==> config.mk <==
export PLATFORM = sky130hd
export DESIGN_NAME = axilite_regfile
export DESIGN_NICKNAME = d
export VERILOG_FILES = /design/src/rtl/axilite_regfile.sv
export SDC_FILE = /design/constraint.sdc
export NUM_CORES = 1
export LEC_CHECK = 0
export ABC_AREA = 1
export CORE_ASPECT_RATIO = 1.1
export CORE_MARGIN = 2
export CORE_UTILIZATION = 32
export CTS_CLUSTER_DIAMETER = 150
export DETAILED_ROUTE_END_ITERATION = 10
export GPL_TIMING_DRIVEN = 0
export SLEW_MARGIN = 0
export SYNTH_ARGS = -nofsm -noshare
export SYNTH_HDL_FRONTEND = slang
export SYNTH_SLANG_ARGS = --single-unit
==> constraint.sdc <==
create_clock -name aclk -period 2.3 [get_ports aclk]
set_input_delay 0.23 -clock aclk [delete_from_list [all_inputs] [get_ports aclk]]
set_output_delay 0.23 -clock aclk [all_outputs]
set_load 0.005 [all_outputs]
==> src/rtl/axilite_regfile.sv <==
// AXI4-Lite slave register file: register 0 is a constant ID word, the rest are
// byte-strobed read/write words. One outstanding write and one outstanding read.
module axilite_regfile #(
  parameter int          ADDR_WIDTH = 10,
  parameter int          DATA_WIDTH = 32,
  parameter int          NUM_REGS   = 16,
  parameter logic [31:0] ID_VALUE   = 32'hCAFE_0001
) (
  input  logic                    aclk,
  input  logic                    aresetn,
  input  logic [ADDR_WIDTH-1:0]   awaddr,
  input  logic                    awvalid,
  output logic                    awready,
  input  logic [DATA_WIDTH-1:0]   wdata,
  input  logic [DATA_WIDTH/8-1:0] wstrb,
  input  logic                    wvalid,
  output logic                    wready,
  output logic [1:0]              bresp,
  output logic                    bvalid,
  input  logic                    bready,
  input  logic [ADDR_WIDTH-1:0]   araddr,
  input  logic                    arvalid,
  output logic                    arready,
  output logic [DATA_WIDTH-1:0]   rdata,
  output logic [1:0]              rresp,
  output logic                    rvalid,
  input  logic                    rready
);

  localparam int IW = ADDR_WIDTH - 2;
  localparam logic [1:0] RESP_OKAY   = 2'b00;
  localparam logic [1:0] RESP_SLVERR = 2'b10;

  if (DATA_WIDTH != 32) begin : g_bad_width
    $error("axilite_regfile supports only DATA_WIDTH=32");
  end
  if (NUM_REGS < 2 || NUM_REGS > 2**IW) begin : g_bad_regs
    $error("axilite_regfile NUM_REGS out of range");
  end

  // Handshake rule on every channel: a transfer happens at a rising edge where
  // valid and ready are both 1; the source holds its payload until then.
  logic [31:0] regs [1:NUM_REGS-1];

  logic          aw_held, w_held;
  logic [IW-1:0] aw_idx;
  logic [31:0]   w_data;
  logic [3:0]    w_strb;

  logic          aw_hs, w_hs, b_done, commit;
  logic          aw_held_n, w_held_n, bvalid_n;
  logic [IW-1:0] c_idx, ar_idx;
  logic [31:0]   c_data, rd_val;
  logic [3:0]    c_strb;
  logic          ar_hs, r_done, rvalid_n;

  assign aw_hs  = awvalid & awready;
  assign w_hs   = wvalid & wready;
  assign b_done = bvalid & bready;
  // Commit fires at the edge where the second of AW/W arrives (or both together).
  assign commit = (aw_held | aw_hs) & (w_held | w_hs) & ~bvalid;
  assign c_idx  = aw_held ? aw_idx : awaddr[ADDR_WIDTH-1:2];
  assign c_data = w_held ? w_data : wdata;
  assign c_strb = w_held ? w_strb : wstrb;

  assign aw_held_n = b_done ? 1'b0 : (aw_held | aw_hs);
  assign w_held_n  = b_done ? 1'b0 : (w_held | w_hs);
  assign bvalid_n  = b_done ? 1'b0 : (bvalid | commit);

  assign ar_hs    = arvalid & arready;
  assign r_done   = rvalid & rready;
  assign rvalid_n = ar_hs ? 1'b1 : (r_done ? 1'b0 : rvalid);
  assign ar_idx   = araddr[ADDR_WIDTH-1:2];

  always_comb begin
    rd_val = '0;
    if (ar_idx == '0) rd_val = ID_VALUE;
    for (int i = 1; i < NUM_REGS; i++) begin
      if (ar_idx == IW'(i)) rd_val = regs[i];
    end
  end

  always_ff @(posedge aclk) begin
    if (!aresetn) begin
      aw_held <= 1'b0;
      w_held  <= 1'b0;
      aw_idx  <= '0;
      w_data  <= '0;
      w_strb  <= '0;
      awready <= 1'b0;
      wready  <= 1'b0;
      bvalid  <= 1'b0;
      bresp   <= '0;
      arready <= 1'b0;
      rvalid  <= 1'b0;
      rdata   <= '0;
      rresp   <= '0;
      for (int i = 1; i < NUM_REGS; i++) regs[i] <= '0;
    end else begin
      aw_held <= aw_held_n;
      w_held  <= w_held_n;
      if (aw_hs) aw_idx <= awaddr[ADDR_WIDTH-1:2];
      if (w_hs) begin
        w_data <= wdata;
        w_strb <= wstrb;
      end
      awready <= ~aw_held_n & ~bvalid_n;
      wready  <= ~w_held_n & ~bvalid_n;
      bvalid  <= bvalid_n;
      if (commit) begin
        bresp <= ({1'b0, c_idx} < (IW+1)'(NUM_REGS)) ? RESP_OKAY : RESP_SLVERR;
        for (int i = 1; i < NUM_REGS; i++) begin
          for (int b = 0; b < 4; b++) begin
            if (c_idx == IW'(i) && c_strb[b]) regs[i][8*b +: 8] <= c_data[8*b +: 8];
          end
        end
      end
      rvalid  <= rvalid_n;
      arready <= ~rvalid_n;
      if (ar_hs) begin
        rdata <= rd_val;
        rresp <= ({1'b0, ar_idx} < (IW+1)'(NUM_REGS)) ? RESP_OKAY : RESP_SLVERR;
      end
    end
  end

endmodule

==> results_dict.tcl <==
set metrics [dict create \
    start_util_pct 32.3 \
    drc 0 \
    grt-ovfl-total 0 \
    final_cells 3933 \
    fillerInstances 7515 \
    pre_cts_ws_ns -1.36 \
    routabilityCongestion 0.904 \
    crit_family "buffers and inverters" \
    power_uw 22600 \
    finalSetupViolations 126 \
    grtUsageTotal_pct 18.2 \
    cts_root_buf "clkbuf_16" \
    drv_cap 0 \
    dp_cells 3751 \
    io_buffer_count 96 \
    path_common_cell "clkbuf_1" \
    clk_path_buf_depth 3 \
    period_share_pct 103 \
    rsz0062_at_grt "true" \
    cts_tree "yes" \
    irDropWorstVdd_mv 0.445 \
    ant_nets 0 \
    yosysWarnings 0 \
    timing.fmax_mhz 422 \
    ios 104 \
    hpwlAfterDp_um 56900 \
    coreArea_um2 77400 \
    worstPathMaxFanout 10 \
    drt_first_pass_iters 5 \
    hold_ws_ns 0.251 \
    synth_area_um2 25000 \
    die_h_um 297 \
    area_growth_pct 26.8 \
    diodes 0 \
    syn_area_per_cell_um2 9.55 \
    crit_path_start_kind "primary input" \
    drive_gt1_share_pct 17.2 \
    synthCells 2618 \
    p_leak_uw 0.0121 \
    slowest_delay_ns 1.06 \
    crit_arrival_ns 2.74 \
    drtIter0Drc 1763 \
    cp_num_buf_inv 4 \
    final_net_count 2914 \
    wl_per_cell_um 19.3 \
    clock_latency_ns 0.63 \
    async_flop_share_pct 0 \
    slowest_stage "buf_1" \
    cts_made_buffers 56 \
    relSlewSlack_pct 9.17 \
    violations "negative setup slack" \
    ys.flop_type "edfxtp_1" \
    p_per_area_nw_per_um2 714 \
    dieWidth_um 270 \
    grt_max_degree 15 \
    grt_pass1_wl_um 112000 \
    hold_viol_final 0 \
    routed_via_density 4.79 \
    status "finished, violations left" \
    grt_pass1_vias 18086 \
    design_area_um2 31700 \
    ys_types 31 \
    synth_edf_count 480 \
    drv_slew 0 \
    dieArea_um2 80400 \
    worstMarginPinSlew_ns 1.36 \
    place_area_um2 27300 \
    min_period_ns 2.37 \
    routed_wl_um 75900 \
    vias 18821 \
    hp-class "primary input to flip-flop" \
    ys_ff_latch 565 \
    endpoint_kind "flip-flop" \
    clock_skew_ns 0.0204 \
    fin_ws_ns -0.0696 \
    cp_data_required_time_ns 2.67 \
    critPathKind "primary input to flip-flop" \
    cts-hold-fix-buffers 0 \
    antenna_found_initial 1 \
    yosysSeqAreaShare_pct 64.5 \
    clk_pin_slew_ns 0.06 \
    path_cells "clkbuf_1 -> clkbuf_1 -> buf_1 -> o21ai_4 -> buf_12" \
    clock-sinks 565 \
    rows 107 \
    htreeDepth 2 \
]
-- report_power, final --
group | leakage [uW] | internal [uW] | total, uW | switching (uW)
Clock | 0.000875 | 5170 | 9190 | 4020
Combinational | 0.00553 | 598 | 1890 | 1290
Sequential | 0.00565 | 11400 | 11600 | 128
Total | 0.0121 | 17200 | 22600 | 5440
-- cell usage in the layout (no fill, tap or decap), types with 15 or more instances in the layout --
| cell | count |
|---|---|
| a21oi_1 | 79 |
| buf_12 | 32 |
| buf_2 | 24 |
| buf_4 | 50 |
| clkbuf_1 | 61 |
| clkbuf_16 | 57 |
| clkbuf_2 | 27 |
| clkdlybuf4s50_1 | 88 |
| dfxtp_1 | 84 |
| edfxtp_1 | 480 |
| inv_1 | 170 |
| inv_2 | 15 |
| nand2_1 | 451 |
| nand2_4 | 15 |
| nand3_1 | 76 |
| nand3_2 | 31 |
| nand4_1 | 77 |
| nor2_1 | 706 |
| nor2_2 | 17 |
| o21ai_0 | 79 |
| o21ai_4 | 58 |
| or2_2 | 35 |
-- through the flow --
stage	setup TNS, ns	util (%)
floorplan	-8.67	-
global placement	-674.03	35.2
detailed placement	-693.14	35.2
CTS	-11.51	39.8
global route	-22.42	41.0
finish	-3.42	41.0
-- area by class of cell --
class | instances | area [um^2] | share of cell area (%)
flip-flops and latches | 565 | 16100 | 50.9
plain buffers | 127 | 699 | 2.21
inverters | 197 | 776 | 2.45
clock buffers | 70 | 1500 | 4.72
repair buffers | 174 | 1970 | 6.21
clock inverters | 35 | 315 | 0.995
well taps | 1035 | 1290 | 4.09
multi-input cells | 1730 | 9030 | 28.5
-- metal layers --
| layer | track usage, % | share of wire (%) | vias up |
|---|---|---|---|
| met1 | 22.6 | 40 | 8865 |
| met3 | 2.81 | 6.1 | 143 |
| met4 | 6.29 | 3.9 | 0 |
| met2 | 32.1 | 50 | 672 |
| met5 | 0 | 0 | - |
| li1 | - | - | 9141 |
-- cell usage after synthesis (all sizes together), types with 35 or more instances --
library cell    n  area share (%)
nand4          77             1.9
inv           194             2.9
nand3         119             2.7
nand2         483             7.3
o21ai         142             2.9
edfxtp        480              58
a21oi          81             1.6
nor2          735              11
or2            38            0.95
buf            35            0.77
clkbuf         92             1.4
dfxtp          85             6.8
-- flip-flops by register name, summed over array words and instances, names as in the netlist --
signal	cells
awready	1
w_data	32
w_strb	4
rvalid	1
rdata	32
bresp	1
aw_idx	8
wready	1
regs	480
bvalid	1
w_held	1
arready	1
rresp	1
aw_held	1
-- timing repair --
item	in CTS	in global routing
buffers inserted	44	33
pin swaps	45	37
gates resized for setup	262	169
cloned	0	1
endpoints found under the setup margin	982	960
-- final timing paths --
| check | startpoint | end | slack, ns | cells past startpoint |
|---|---|---|---|---|
| worst max-delay path | aresetn | regs[0][243] | -0.07 | 5 |
| worst min-delay path | rready | rvalid | 0.25 | 4 |
| worst max register to register | w_held | regs[0][132] | -0.04 | 6 |
| worst min register to register | w_data[23] | w_data[23] | 0.45 | 2 |
-- logic make-up (layout without fill, tap and decap cells) --
kind of cell	Yosys count	after routing	synth area share, %
AOI/OAI and AO/OA	223	223	4.48
buffers and inverters	324	603	5.11
DFF	565	565	64.5
muxes	29	29	1.16
other	1	2	0.0150
and+or+nand+nor	1476	1476	24.8
-- tightest hold or removal path, stage by stage --
cell and delay, ns:
clkdlybuf4s50_1 0.40, inv_1 0.06, a21oi_1 0.07, nor2_1 0.08
No activity file was read; power rests on OpenSTA's default activity.
==> RTL edit: new RTL, same settings <==
Set the parameter `ADDR_WIDTH` to 9 (it was 10).
--- a/src/rtl/axilite_regfile.sv
+++ b/src/rtl/axilite_regfile.sv
@@ -3,3 +3,3 @@
 module axilite_regfile #(
-  parameter int          ADDR_WIDTH = 10,
+  parameter int          ADDR_WIDTH = 9,
   parameter int          DATA_WIDTH = 32,
Ports: changed (resized araddr and awaddr); port bits go from 104 to 102. The function was not compared with the original's and may differ.
==> RTL edit against the original RTL <==
The run still ends with negative setup slack left. Sequential cell count fell by 1. Hold slack got worse by 13 ps. Wire length up 7.3%. Via count is 4.0% higher. Critical path depth grew 5. First-iteration DRC count rose by 21%. Utilization is 1.3 points higher. Setup slack worse by 140 ps. Register-to-register slack got worse by 170 ps. Power up 1.2%. Synthesized area up 0.70%. Design area grew 3.6%. Synthesized cell count fell by 1.9%. Highest routed layer unchanged.
==> RTL edit: results (changes against the original RTL) <==
[run_status]
violations=negative setup slack
status=finished with violations

[synth]
synthDistinctLibCells=34  ; +9.7%
synth_area_per_cell_um2=9.80  ; +2.6%
ys_top_cells_by_count=nor2_1, edfxtp_1, nand2_1
yosys-top-cells-area=edfxtp_1, nor2_1, dfxtp_1, nand2_1, o21ai_0
ys_seq_elements=564  ; -0.18%
synth-seq-area-share_pct=63.9  ; -0.53 points

[global_route]
grt_usage_pct=19.8  ; +1.5 points
antenna_found_initial=0  ; -1
grt_pass1_wl_um=118000  ; +6.2%
grt_pass1_vias=18948  ; +4.8%

[setup_path]
cp_max_fo=6  ; -4

[placed_design]
dp_hpwl_um=60000  ; +5.6%
dp_slack_ps=-1490  ; -135 ps
gp_congestion=0.957  ; +5.8%

[drt]
drt_iter0_drc=2137  ; +21%
wl_per_cell_um=20.9  ; +8.3%
routed_wl_um=81400  ; +7.3%

[layout]
fill_cells=7225  ; -3.9%
drive_gt1_share_pct=23.1  ; +5.9 points
nNetsFinal=2875  ; -1.3%

[sta]
setup_viol=494  ; +290%
worst_slack_ps=-209  ; -139 ps
tns_ps=-67820  ; -64400 ps
skew_ps=22.6  ; +2.22 ps
maxSlewHeadroom_pct=2.06  ; -7.1 points

[power_and_ir_drop]
peakVddDrop_uv=592  ; +33%
cellLeakagePower_nw=11.9  ; -1.6%

[RTL edit: timing repair]
| action | CTS | global route |
|---|---|---|
| gates resized for setup | 365 | 272 |
| pin swaps | 65 | 54 |
| setup buffers | 76 | 20 |
| setup endpoints to repair | 987 | 970 |
[RTL edit: cell families after synthesis]
family,after synthesis,share of synthesized area (%)
AND/OR/NAND/NOR,1450,25.5
flip-flops,564,63.9
buffers and inverters,292,4.59
AO/OA/AOI/OAI,232,4.74
multiplexers,30,1.19
other,1,0.0149
[RTL edit: worst paths after layout]
check	from	endpoint	cells past startpoint
worst min-delay path	rready	rvalid	4
worst min register to register	rdata[11]	rdata[11]	2
worst max register to register	aw_held	regs[0][103]	10
worst max-delay path	aw_held	regs[0][103]	10
[RTL edit: per-stage QoR]
step	power (mW)	instance area (µm²)
floorplan	12.6	25200
global placement	13.3	27400
detailed placement	13.3	27400
CTS	22.8	31800
global route	23.5	32800
finish	22.9	32800
[RTL edit: layer usage]
| layer | wire [µm] | GRT usage, % |
|---|---|---|
| met2 | 40200 | 34.2 |
| met5 | 0 | 0 |
| met3 | 5020 | 2.36 |
| met4 | 4340 | 9.60 |
| met1 | 31800 | 24.4 |
[RTL edit: where the power goes]
part,switching [mW],internal [mW],total [mW]
registers,0.134,11.4,11.6
clock network,4.06,5.07,9.12
logic,1.52,0.727,2.24
[RTL edit: area by class of cell]
| type | instances | share of cell area (%) |
|---|---|---|
| multi-input cells | 1714 | 30.4 |
| well taps | 1035 | 3.94 |
| clock inverters | 39 | 0.910 |
| inverters | 162 | 2.01 |
| clock buffers | 66 | 4.54 |
| repair buffers | 187 | 6.85 |
| plain buffers | 129 | 2.37 |
| flip-flops and latches | 564 | 49.0 |
[RTL edit: worst max-delay path: stages (launching register included)]
cell and delay, ps:
dfxtp_2 330, buf_8 120, inv_4 40, or4_4 430, o41ai_4 150, nand2_4 170
buf_6 160, nor2_4 160, clkinvlp_4 260, o21ai_4 250, buf_6 150
